$ cat config.mk
export PLATFORM = sky130hd
export DESIGN_NAME = ex_mem_req_stage
export DESIGN_NICKNAME = d
export VERILOG_FILES = /design/src/rtl/ex_mem_req_stage_pkg.sv /design/src/rtl/ex_mem_req_stage_st_align.sv /design/src/rtl/ex_mem_req_stage.sv
export SDC_FILE = /design/constraint.sdc
export NUM_CORES = 1
export LEC_CHECK = 0
export BUFFER_PORTS_ARGS = -buffer_cell sky130_fd_sc_hd__buf_4
export CELL_PAD_IN_SITES_DETAIL_PLACEMENT = 0
export CELL_PAD_IN_SITES_GLOBAL_PLACEMENT = 2
export CORE_MARGIN = 1.5
export CORE_UTILIZATION = 31
export DETAILED_ROUTE_END_ITERATION = 12
export PLACE_DENSITY = 0.9
export SYNTH_ARGS = -nofsm -noshare
export SYNTH_HDL_FRONTEND = slang
export SYNTH_HIERARCHICAL = 1
export SYNTH_SLANG_ARGS = --single-unit
$ cat constraint.sdc
create_clock -name clk -period 4.8 [get_ports clk]
set_input_delay 0.96 -clock clk [delete_from_list [all_inputs] [get_ports clk]]
set_output_delay 0.96 -clock clk [all_outputs]
set_load 0.01 [all_outputs]
$ cat src/rtl/ex_mem_req_stage_pkg.sv
// Shared encodings for the EX->MEM request stage: access sizes, stage states,
// bypass bus width and the misalignment rule shared by the datapath and the FSM.
package ex_mem_req_stage_pkg;

  typedef enum logic [1:0] {
    MSZ_B = 2'd0,
    MSZ_H = 2'd1,
    MSZ_W = 2'd2,
    MSZ_D = 2'd3
  } mem_size_e;

  typedef enum logic [1:0] {
    ST_EMPTY = 2'd0,
    ST_HOLD  = 2'd1,
    ST_REQ   = 2'd2
  } ex_state_e;

  function automatic int ex_mem_bus_w(input int xlen, input int rf_aw);
    return rf_aw + 2 + xlen;
  endfunction

  // A dword access on a 32-bit core has no legal alignment at all.
  function automatic logic ale_chk(input logic [1:0] size, input logic [2:0] lo,
                                   input int xlen);
    logic r;
    case (size)
      MSZ_H:   r = lo[0];
      MSZ_W:   r = |lo[1:0];
      MSZ_D:   r = (xlen != 64) || (|lo);
      default: r = 1'b0;
    endcase
    return r;
  endfunction

endpackage

$ cat src/rtl/ex_mem_req_stage_st_align.sv
// Store alignment: byte strobes, lane-replicated write data and the
// misaligned-address flag for one access.
module ex_mem_req_stage_st_align
  import ex_mem_req_stage_pkg::*;
#(
  parameter  int XLEN  = 32,
  localparam int WSTRB = XLEN / 8,
  localparam int OFFW  = $clog2(WSTRB)
) (
  input  logic [1:0]       i_size,
  input  logic [2:0]       i_lo,
  input  logic [XLEN-1:0]  i_data,
  output logic [WSTRB-1:0] o_wstrb,
  output logic [XLEN-1:0]  o_wdata,
  output logic             o_ale
);

  logic [WSTRB-1:0] w_mask;

  always_comb begin
    w_mask  = '1;
    o_wdata = i_data;
    case (i_size)
      MSZ_B: begin
        w_mask  = WSTRB'(1);
        o_wdata = {(XLEN/8){i_data[7:0]}};
      end
      MSZ_H: begin
        w_mask  = WSTRB'(3);
        o_wdata = {(XLEN/16){i_data[15:0]}};
      end
      MSZ_W: begin
        w_mask  = WSTRB'(15);
        o_wdata = {(XLEN/32){i_data[31:0]}};
      end
      default: begin
        w_mask  = '1;
        o_wdata = i_data;
      end
    endcase
  end

  assign o_wstrb = w_mask << i_lo[OFFW-1:0];
  assign o_ale   = ale_chk(i_size, i_lo, XLEN);

endmodule

$ cat src/rtl/ex_mem_req_stage.sv
// EX stage in front of MEM: latches the ID bundle, forms the effective address
// and issues exactly one request/addr_ok transaction per memory instruction.
module ex_mem_req_stage
  import ex_mem_req_stage_pkg::*;
#(
  parameter  int XLEN  = 32,
  parameter  int WSTRB = XLEN / 8,
  parameter  int RF_AW = 5,
  localparam int BUS_W = ex_mem_bus_w(XLEN, RF_AW)
) (
  input  logic             clk,
  input  logic             resetn,
  input  logic             id_valid,
  output logic             ex_allowin,
  input  logic [XLEN-1:0]  in_pc,
  input  logic             in_rf_we,
  input  logic [RF_AW-1:0] in_rf_waddr,
  input  logic [XLEN-1:0]  in_result,
  input  logic             in_mem_rd,
  input  logic             in_mem_wr,
  input  logic [1:0]       in_mem_size,
  input  logic             in_ld_signed,
  input  logic [XLEN-1:0]  in_base,
  input  logic [XLEN-1:0]  in_offset,
  input  logic [XLEN-1:0]  in_st_data,
  input  logic             flush,
  input  logic             mem_allowin,
  output logic             ex_mem_valid,
  output logic [XLEN-1:0]  out_pc,
  output logic             out_rf_we,
  output logic [RF_AW-1:0] out_rf_waddr,
  output logic [XLEN-1:0]  out_result,
  output logic             out_mem_rd,
  output logic [1:0]       out_mem_size,
  output logic             out_ld_signed,
  output logic             out_ale,
  output logic             out_cancel,
  output logic [BUS_W-1:0] fwd_bus,
  output logic             data_req,
  output logic             data_wr,
  output logic [1:0]       data_size,
  output logic [WSTRB-1:0] data_wstrb,
  output logic [XLEN-1:0]  data_addr,
  output logic [XLEN-1:0]  data_wdata,
  input  logic             data_addr_ok
);

  ex_state_e        r_state, w_nxt;
  logic [XLEN-1:0]  r_pc, r_result, r_base, r_offset, r_st_data;
  logic             r_rf_we, r_mem_rd, r_mem_wr, r_ld_signed;
  logic             r_issued, r_cancel;
  logic [RF_AW-1:0] r_waddr;
  logic [1:0]       r_size;

  logic [XLEN-1:0]  w_addr, w_wdata;
  logic [WSTRB-1:0] w_wstrb;
  logic             w_ale, w_mem_op, w_hold, w_busy, w_latch, w_in_ale, w_cancel;
  logic [2:0]       w_in_lo;

  assign w_addr   = r_base + r_offset;
  assign w_mem_op = r_mem_rd | r_mem_wr;
  assign w_hold   = (r_state == ST_HOLD);
  assign w_busy   = (r_state != ST_EMPTY);

  assign ex_allowin = (r_state == ST_EMPTY) | (w_hold & mem_allowin);
  assign w_latch    = id_valid & ex_allowin & ~flush;

  // Only the low address bits decide alignment, so the routing decision at
  // latch time needs just a 3-bit add on the incoming operands.
  assign w_in_lo  = in_base[2:0] + in_offset[2:0];
  assign w_in_ale = ale_chk(in_mem_size, w_in_lo, XLEN);

  ex_mem_req_stage_st_align #(.XLEN(XLEN)) u_st_align (
    .i_size  (r_size),
    .i_lo    (w_addr[2:0]),
    .i_data  (r_st_data),
    .o_wstrb (w_wstrb),
    .o_wdata (w_wdata),
    .o_ale   (w_ale)
  );

  always_ff @(posedge clk or negedge resetn) begin
    if (!resetn) r_state <= ST_EMPTY;
    else         r_state <= w_nxt;
  end

  // An issued-but-flushed op stays until MEM takes it so the response drains.
  always_comb begin
    w_nxt = r_state;
    case (r_state)
      ST_EMPTY, ST_HOLD: begin
        if (w_latch)
          w_nxt = ((in_mem_rd | in_mem_wr) & ~w_in_ale) ? ST_REQ : ST_HOLD;
        else if (ex_allowin)
          w_nxt = ST_EMPTY;
        else if (flush & ~r_issued)
          w_nxt = ST_EMPTY;
      end
      ST_REQ:  if (data_addr_ok) w_nxt = ST_HOLD;
      default: w_nxt = ST_EMPTY;
    endcase
  end

  always_ff @(posedge clk or negedge resetn) begin
    if (!resetn) begin
      r_pc        <= '0;
      r_rf_we     <= 1'b0;
      r_waddr     <= '0;
      r_result    <= '0;
      r_mem_rd    <= 1'b0;
      r_mem_wr    <= 1'b0;
      r_size      <= '0;
      r_ld_signed <= 1'b0;
      r_base      <= '0;
      r_offset    <= '0;
      r_st_data   <= '0;
      r_issued    <= 1'b0;
      r_cancel    <= 1'b0;
    end else if (w_latch) begin
      r_pc        <= in_pc;
      r_rf_we     <= in_rf_we;
      r_waddr     <= in_rf_waddr;
      r_result    <= in_result;
      r_mem_rd    <= in_mem_rd;
      r_mem_wr    <= in_mem_wr;
      r_size      <= in_mem_size;
      r_ld_signed <= in_ld_signed;
      r_base      <= in_base;
      r_offset    <= in_offset;
      r_st_data   <= in_st_data;
      r_issued    <= 1'b0;
      r_cancel    <= 1'b0;
    end else begin
      if ((r_state == ST_REQ) && data_addr_ok) r_issued <= 1'b1;
      if (flush && ((r_state == ST_REQ) || (w_hold && r_issued))) r_cancel <= 1'b1;
    end
  end

  assign w_cancel = w_hold & (r_cancel | (flush & r_issued));

  assign ex_mem_valid  = w_hold;
  assign out_pc        = r_pc;
  assign out_rf_we     = r_rf_we & ~w_cancel;
  assign out_rf_waddr  = r_waddr;
  assign out_result    = w_mem_op ? w_addr : r_result;
  assign out_mem_rd    = r_mem_rd;
  assign out_mem_size  = r_size;
  assign out_ld_signed = r_ld_signed;
  assign out_ale       = w_hold & w_mem_op & w_ale;
  assign out_cancel    = w_cancel;

  // Occupancy (not just HOLD) so a load still waiting on addr_ok stalls ID.
  assign fwd_bus = {w_busy & r_mem_rd, w_busy & out_rf_we, r_waddr, out_result};

  assign data_req   = (r_state == ST_REQ);
  assign data_wr    = r_mem_wr;
  assign data_size  = r_size;
  assign data_addr  = w_addr;
  assign data_wstrb = r_mem_wr ? w_wstrb : '0;
  assign data_wdata = w_wdata;

endmodule

==> flow_summary.ini, run 1 <==
[placement]
dpl_cell_area_um2 = 12300
dp_hpwl_um = 21600
gp_congestion = 0.832
port_buffers = 365
dp.cells = 1491

[timing]
final_max_slew_viol_count = 0
setup_violations = 0
period_needed_ns = 4.64
slew_headroom_pct = 34.2
clock_skew_ns = 0.00949
hold_viol_final = 0
finalSetupTns_ns = 0
fmax_ghz = 0.215
worst_pin_slew_ns = 0.987
rsz0062_at_grt = false
period_share_pct = 96.7

[logic_synthesis]
ys_seq_area_share_pct = 46.2
synth_flop_cell = dfrtp_1
synth_nets = 1020
post-synth-top-area-cell = dfrtp_1
ys_ff_latch = 175
synth_edf_count = 0
synthTopCellsByArea = dfrtp_1 46%, mux2_2 25%, ha_1 4.2%
synth_top_area_share_pct = 46.2
syn_avg_cell_area_um2 = 11.7
synthCells = 810
synth.most_common_cell = mux2_2
synth_common_cells = 208 x mux2_2, 175 x dfrtp_1, 68 x nand2_1
yosysWarnings = 6
async_reset_ff_share_pct = 100
synth.cell_area_um2 = 9480
yosys.cell_types.count = 55

[cts]
cts-resized-gates = 0
clk_latency_ns = 0.44
clkTransAtPathRegs_ns = 0.08
clock_path_buffers = 2
cts_tree = built
htree_levels = 4
cts_buffers = 17
cts-root-buf = clkbuf_16
cts_hold_buf = 0
cts_sinks = 175
post_cts_buffers = 0

[worst_setup_path]
startpoint = r_base[0]
r2r.worst_path.cells = 4
end_kind = output pin
ff2ff_setup_slack_ns = 2.47
path_max_fanout = 5
critical_path.endpoint = out_result[24]
regToRegStartpoint = r_state[0]
crit_path_top_delay_cell = a311o_1
worstPathCellList = ha_1, fa_1, a21o_1, a221o_1, a22oi_2, o21ai_1, a311o_1, xor2_1, mux2_2, buf_4
crit_type = register to output pin
startpoint_type = register
r2r-end = r_st_data[14]
required_ns = 3.84
slowest_delay_ns = 0.42
crit_arrival_ns = 3.68

[power]
powerDensity_nw_per_um2 = 633
p_leak_nw = 6.06
max-vdd-ir-drop_mv = 0.255
finalPower_mw = 8.15

[global_routing]
track_usage_pct = 18.1
grt_pass1_wl_um = 43100
grt_max_degree = 103
grt-ovfl-total = 0
antenna_found_initial = 0
grt_pass1_vias = 7601

[layout]
diodes = 0
fin_area_um2 = 12900
syn_to_final_growth_pct = 36.0
layout.nets = 1330
drive_above_1_share_pct = 54.8
final_cells = 1523
final_util_pct = 43.1

[flow_run]
maxCapViolations = 0

[floorplan]
start_util_pct = 31.7
die_h_um = 178
dieArea_um2 = 31600
rows = 63
fp.dieW_um = 178
coreArea_um2 = 29900
num_io_pins = 366

[status]
outcome = complete, no violations

[routing]
dr.pass1.iters = 6
ant_nets = 0
wire_per_inst_um = 18.6
drcViolationCount = 0
viasPerCell = 4.75
wirelength_um = 28400
drtIter0Drc = 217
via_count = 7227

[hold_path]
hp-class = register to register
hold-path-cell-count = 1
critical path, delay by kind of cell, from the launching register on:
kind | cells | cell delay [ns]
muxes | 1 | 0.29
buffers and inverters | 1 | 0.14
AOI/OAI and AO/OA | 5 | 1.58
adders and majority gates | 2 | 0.64
DFF | 1 | 0.39
xor gates and xnor gates | 1 | 0.19
worst min path at each step:
stage | start | end | slack, ns
after global routing | r_rf_we | r_rf_we | 0.53
after detailed placement | r_cancel | r_cancel | 0.48
final | r_rf_we | r_rf_we | 0.51
after global placement | r_cancel | r_cancel | 0.47
after CTS | r_rf_we | r_rf_we | 0.51
after floorplan | r_cancel | r_cancel | 0.46
cell usage in the layout (no fill, tap or decap), types with 8 or more instances in the layout:
cell / synthesis / final
nand2_1: 68 / 68
mux2_2: 208 / 208
o21ai_1: 8 / 8
nor2_1: 28 / 27
dfrtp_1: 175 / 175
mux2i_1: 11 / 11
xnor2_1: 24 / 24
buf_4: 49 / 368
nand3_1: 9 / 9
ha_1: 32 / 32
clkbuf_16: 0 / 17
o21ai_0: 17 / 17
a21oi_1: 33 / 33
a21o_1: 20 / 20
sequential cells by signal, indices dropped and copies added, names as in the netlist, 2 cells and up:
register and flops:
r_offset 32, r_state 2, out_pc 32, data_size 2, r_st_data 32, r_base 32
out_rf_waddr 5, r_result 32
per-stage QoR:
| step | hold slack, ns | worst slack, ns |
|---|---|---|
| floorplan | 0.457 | 0.977 |
| global placement | 0.474 | 0.669 |
| detailed placement | 0.482 | 0.626 |
| CTS | 0.507 | 0.109 |
| global route | 0.525 | 0.0242 |
| finish | 0.506 | 0.158 |
layer usage:
metal | routed length, um | global-route usage, % | vias up | share of wire, %
met1 | 11700 | 21.1 | 3493 | 41
met4 | 454 | 6.02 | 0 | 1.6
met2 | 14100 | 31.3 | 248 | 50
met5 | 0 | 0 | - | 0
met3 | 2060 | 5.68 | 19 | 7.3
li1 | - | - | 3467 | -
power breakdown:
group / internal [mW] / switching (mW) / leakage [nW]
clock network: 0.705 / 0.686 / 0.276
registers: 1.83 / 0.242 / 2.06
logic: 2.36 / 2.33 / 3.73
total: 4.90 / 3.26 / 6.06
cells by family (layout without fill, tap and decap cells):
logic type,after synthesis,in the layout,synth area share [%]
compound gates,118,118,8.04
xor+xnor,30,30,2.77
fa+ha+maj,33,33,4.44
buf+inv,88,411,5.49
flops,175,175,46.2
mux,219,219,25.9
simple gates,147,147,7.16
cell type report:
| class | count | area (um2) |
|---|---|---|
| inverters | 7 | 26.3 |
| repair buffers | 372 | 2840 |
| well taps | 390 | 488 |
| multi-input cells | 547 | 4580 |
| clock inverters | 14 | 134 |
| fillers | 2902 | 17000 |
| clock buffers | 18 | 439 |
| flip-flops and latches | 175 | 4380 |
No activity file was read; power rests on OpenSTA's default activity.
==> run 2, diff against run 1 <==
SYNTH_HIERARCHICAL = not set   (was 1)
==> flow_summary.ini, run 2 <==
[logic_synthesis]
synthTopCellsByArea = dfrtp_1 44%, mux2_2 22%, ha_1 4.0%
post-synth-top-area-cell = dfrtp_1
ys_seq_area_share_pct = 44.2
synth_nets = 1098
synth_flop_cell = dfrtp_1
yosysWarnings = 0
ys_ff_latch = 175
synth.cell_area_um2 = 9910
synth_top_area_share_pct = 44.2
yosys.cell_types.count = 67
synth.most_common_cell = mux2_2
synthCells = 888
synth_common_cells = 196 x mux2_2, 175 x dfrtp_1, 68 x nand2_1
syn_avg_cell_area_um2 = 11.2
synth_edf_count = 0
async_reset_ff_share_pct = 100

[worst_setup_path]
path_buf_inv = 1
required_ns = 3.84
r2r-end = out_pc[28]
r2r.worst_path.cells = 4
path_delay_family = compound AO/OA/AOI/OAI gates
slowest_delay_ns = 0.45
startpoint_type = register
crit_arrival_ns = 3.58
end_kind = output pin
regToRegStartpoint = r_state[0]
worstPathCellList = ha_1, fa_1, a21oi_1, o2111ai_1, a31oi_2, o21ai_1, xor2_1, mux2_2, buf_4
path_max_fanout = 6
crit_path_top_delay_cell = a31oi_2
crit_type = register to output pin
ff2ff_setup_slack_ns = 2.45

[timing]
rsz0062_at_grt = false
fmax_ghz = 0.220
finalSetupTns_ns = 0
setup_violations = 0
hold_viol_final = 0
period_needed_ns = 4.54
slew_headroom_pct = 35.5
clock_skew_ns = 0.00710
worst_pin_slew_ns = 0.963
period_share_pct = 94.6
final_max_slew_viol_count = 0

[routing]
wl_met2_um = 14800
maxUsedRoutingLayer = met4
viasPerCell = 4.96
drcViolationCount = 0
met1_length_um = 12500
ant_nets = 0
wire_per_inst_um = 18.7
met3_length_um = 2200
wirelength_um = 29900
drtIter0Drc = 306
via_count = 7950
dr.pass1.iters = 5

[layout]
mostFrequentLayoutCells = 368 x buf_4, 196 x mux2_2, 175 x dfrtp_1
layout_commonest_cell = buf_4
syn_to_final_growth_pct = 34.3
final_cells = 1602
diodes = 0
layout.nets = 1397
drive_above_1_share_pct = 51.2

[global_routing]
grt_pass1_wl_um = 46200
grt_pass1_vias = 8094
grt-ovfl-total = 0
grt_max_degree = 93
track_usage_pct = 18.2
antenna_found_initial = 0

[power]
share_comb_of_total_power_pct = 57.2
p_seq_share_pct = 25.1
power.switching_mw = 3.30
intPower_mw = 4.93
powerDensity_nw_per_um2 = 619
switching_share_pct = 40.1
clockPowerShare_pct = 17.8
p_leak_nw = 6.03
max-vdd-ir-drop_mv = 0.297

[placement]
port_buffers = 365
dp.cells = 1570
gp_congestion = 0.813
dp_hpwl_um = 23100

[floorplan]
rows = 65
die_h_um = 182
start_util_pct = 31.5
fp.dieW_um = 182
coreArea_um2 = 31500
num_io_pins = 366
dieArea_um2 = 33000

[cts]
cts_buffers = 17
clkTransAtPathRegs_ns = 0.07
cts_tree = built
cts_sinks = 175
cts-root-buf = clkbuf_16
clock_path_buffers = 2
cts_hold_buf = 0
clk_latency_ns = 0.44
htree_levels = 4

[flow_run]
maxCapViolations = 0

[hold_path]
min_from = r_cancel
hold-path-cell-count = 1
hold-path-endpoint = r_cancel
hp-class = register to register

[status]
outcome = complete, no violations
-- run 2: layout make-up --
type	count	area [um2]
fillers	3050	18200
multi-input cells	602	4890
flip-flops and latches	175	4380
repair buffers	373	2860
well taps	402	503
clock buffers	17	425
clock inverters	15	183
inverters	18	67.6
-- run 2: metal layers --
metal | vias to the layer above | track usage (%)
li1 | 3774 | -
met3 | 26 | 5.27
met4 | 0 | 4.97
met1 | 3866 | 22.2
met2 | 284 | 31.2
met5 | - | 0
-- run 2: stage by stage --
stage / instance area, um2 / worst slack, ns / hold slack [ns] / power (mW) / utilization [%]
floorplan: 9910 / 1.15 / 0.457 / 4.94 / -
finish: 13300 / 0.261 / 0.498 / 8.24 / 42.3
detailed placement: 12700 / 0.556 / 0.480 / 6.83 / 40.3
global placement: 12700 / 0.614 / 0.477 / 6.80 / 40.3
CTS: 13300 / 0.0379 / 0.496 / 8.34 / 42.3
global route: 13300 / 0.123 / 0.512 / 8.77 / 42.3
-- run 2: worst max path at each step --
stage | from | end | slack, ns | cells past startpoint
after floorplan | r_base[0] | out_result[30] | 1.15 | 9
after global placement | r_base[0] | out_result[16] | 0.61 | 9
after detailed placement | r_base[0] | fwd_bus[16] | 0.56 | 9
after CTS | r_base[0] | fwd_bus[16] | 0.04 | 9
after global routing | r_base[0] | out_result[16] | 0.12 | 9
final | r_base[0] | fwd_bus[16] | 0.26 | 9
-- run 2: power by group through the flow --
stage | combinational, mW | clock (mW) | sequential (mW)
detailed placement | 4.74 | 0 | 2.10
global route | 5.09 | 1.56 | 2.12
CTS | 4.75 | 1.52 | 2.07
finish | 4.71 | 1.46 | 2.07
floorplan | 2.87 | 0 | 2.06
global placement | 4.73 | 0 | 2.08
-- run 2: logic make-up after synthesis --
logic type	count (synthesis)	share of synthesized area, %
flip-flops	175	44.2
XOR/XNOR	25	2.21
AO/OA/AOI/OAI	165	10.9
buffers and inverters	111	6.64
AND/OR/NAND/NOR	174	8.62
adder cells (fa/ha/maj)	33	4.24
multiplexers	205	23.2
-- run 2: timing repair --
item,4_1_cts,5_1_grt
buffers inserted,0,0
setup endpoints to repair,0,7
gates resized for setup,0,1
==> run 3, diff against run 2 <==
CORE_MARGIN = not set   (was 1.5)
PLACE_DENSITY = not set   (was 0.9)
PLACE_DENSITY_LB_ADDON = 0.1   (was not set)
==> flow_summary.ini, run 3 (synthesis results as in run 2) <==
[status]
outcome = complete, no violations

[worst_setup_path]
crit_arrival_ns = 3.48
worstPathCellList = ha_1, fa_1, a21oi_1, o2111ai_1, a31oi_2, o21ai_1, xor2_1, mux2_2, buf_4
required_ns = 3.84
crit_path_top_delay_cell = a31oi_2
regToRegStartpoint = r_state[0]
path_max_fanout = 6
ff2ff_setup_slack_ns = 2.36
slowest_delay_ns = 0.42
crit_type = register to output pin
r2r-end = r_st_data[12]
r2r.worst_path.cells = 4
end_kind = output pin
startpoint_type = register

[cts]
cts_buffers = 17
cts-resized-gates = 0
cts-root-buf = clkbuf_16
post_cts_buffers = 0
clkTransAtPathRegs_ns = 0.07
htree_levels = 4
clock_path_buffers = 2
cts_sinks = 175
clk_latency_ns = 0.43
cts_tree = built
cts_hold_buf = 0

[routing]
via_count = 7920
wirelength_um = 31500
drcViolationCount = 0
wire_per_inst_um = 19.7
drtIter0Drc = 342
ant_nets = 0
dr.pass1.iters = 4
viasPerCell = 4.95

[global_routing]
grt_pass1_wl_um = 49000
antenna_found_initial = 0
grt_max_degree = 99
grt_pass1_vias = 8293
track_usage_pct = 19.5
grt-ovfl-total = 0

[floorplan]
die_h_um = 181
coreArea_um2 = 31500
num_io_pins = 366
dieArea_um2 = 32700
rows = 65
fp.dieW_um = 181
start_util_pct = 31.5

[placement]
dpl_cell_area_um2 = 12700
post-place-ws_ns = 0.628
port_buffers = 365
gp_congestion = 0.771
dp.cells = 1569
dp_hpwl_um = 23700

[layout]
final_cells = 1601
layout_commonest_cell = buf_4
fin_area_um2 = 13300
drive_above_1_share_pct = 51.0
diodes = 0
syn_to_final_growth_pct = 33.9
mostFrequentLayoutCells = 369 x buf_4, 196 x mux2_2, 175 x dfrtp_1
layout.nets = 1396

[timing]
finalSetupTns_ns = 0
final_max_slew_viol_count = 0
period_share_pct = 92.5
hold_viol_final = 0
slew_headroom_pct = 30.8
fin_ws_ns = 0.358
whs_ns = 0.489
worst_pin_slew_ns = 1.04
clock_skew_ns = 0.00781
rsz0062_at_grt = false
setup_violations = 0
period_needed_ns = 4.44
fmax_ghz = 0.225

[hold_path]
hp-class = register to register
min_from = r_cancel
hold-path-endpoint = r_cancel
hold-path-cell-count = 1

[power]
p_leak_nw = 6.02
clockPowerShare_pct = 17.7
intPower_mw = 4.90
p_seq_share_pct = 25.1
powerDensity_nw_per_um2 = 621
power.switching_mw = 3.34
share_comb_of_total_power_pct = 57.2
max-vdd-ir-drop_mv = 0.268
switching_share_pct = 40.6

[flow_run]
maxCapViolations = 0
run 3: critical path, delay by kind of cell (launching register included):
family          cells  cell delay [ns]
fa+ha+maj           2             0.63
mux                 1             0.33
xor+xnor            1             0.27
flops               1             0.38
buf+inv             1             0.14
compound gates      4             1.31
run 3: worst max path at each step:
stage	start	endpoint	slack, ns	cells after the start
floorplan	r_base[0]	out_result[30]	1.15	9
global placement	r_base[0]	out_result[16]	0.67	9
detailed placement	r_base[0]	fwd_bus[16]	0.63	9
CTS	r_base[0]	fwd_bus[16]	0.13	9
global route	r_base[0]	fwd_bus[16]	0.07	9
finish	r_base[0]	fwd_bus[16]	0.36	9
run 3: power groups by stage:
stage | logic (mW) | clock network [mW] | registers [mW]
6_report | 4.71 | 1.46 | 2.07
5_1_grt | 5.13 | 1.57 | 2.13
4_1_cts | 4.77 | 1.51 | 2.08
3_5_place_dp | 4.75 | 0 | 2.10
3_3_place_gp | 4.77 | 0 | 2.09
2_1_floorplan | 2.87 | 0 | 2.06
run 3: per-stage QoR:
| step | total power, mW | util (%) |
|---|---|---|
| floorplan | 4.94 | - |
| global placement | 6.86 | 40.2 |
| detailed placement | 6.85 | 40.2 |
| CTS | 8.36 | 42.1 |
| global route | 8.83 | 42.1 |
| finish | 8.24 | 42.1 |
run 3: cell type report:
class | instances | area [um2]
repair buffers | 372 | 2820
clock inverters | 13 | 169
well taps | 402 | 503
fillers | 3106 | 18200
flip-flops and latches | 175 | 4380
inverters | 18 | 67.6
multi-input cells | 602 | 4890
clock buffers | 19 | 433
run 3: routing by layer:
metal,part of all wire (%),GRT usage [%]
met1,42,23.8
met2,49,32.6
met3,8.5,6.93
met4,0.78,4.82
met5,0,0
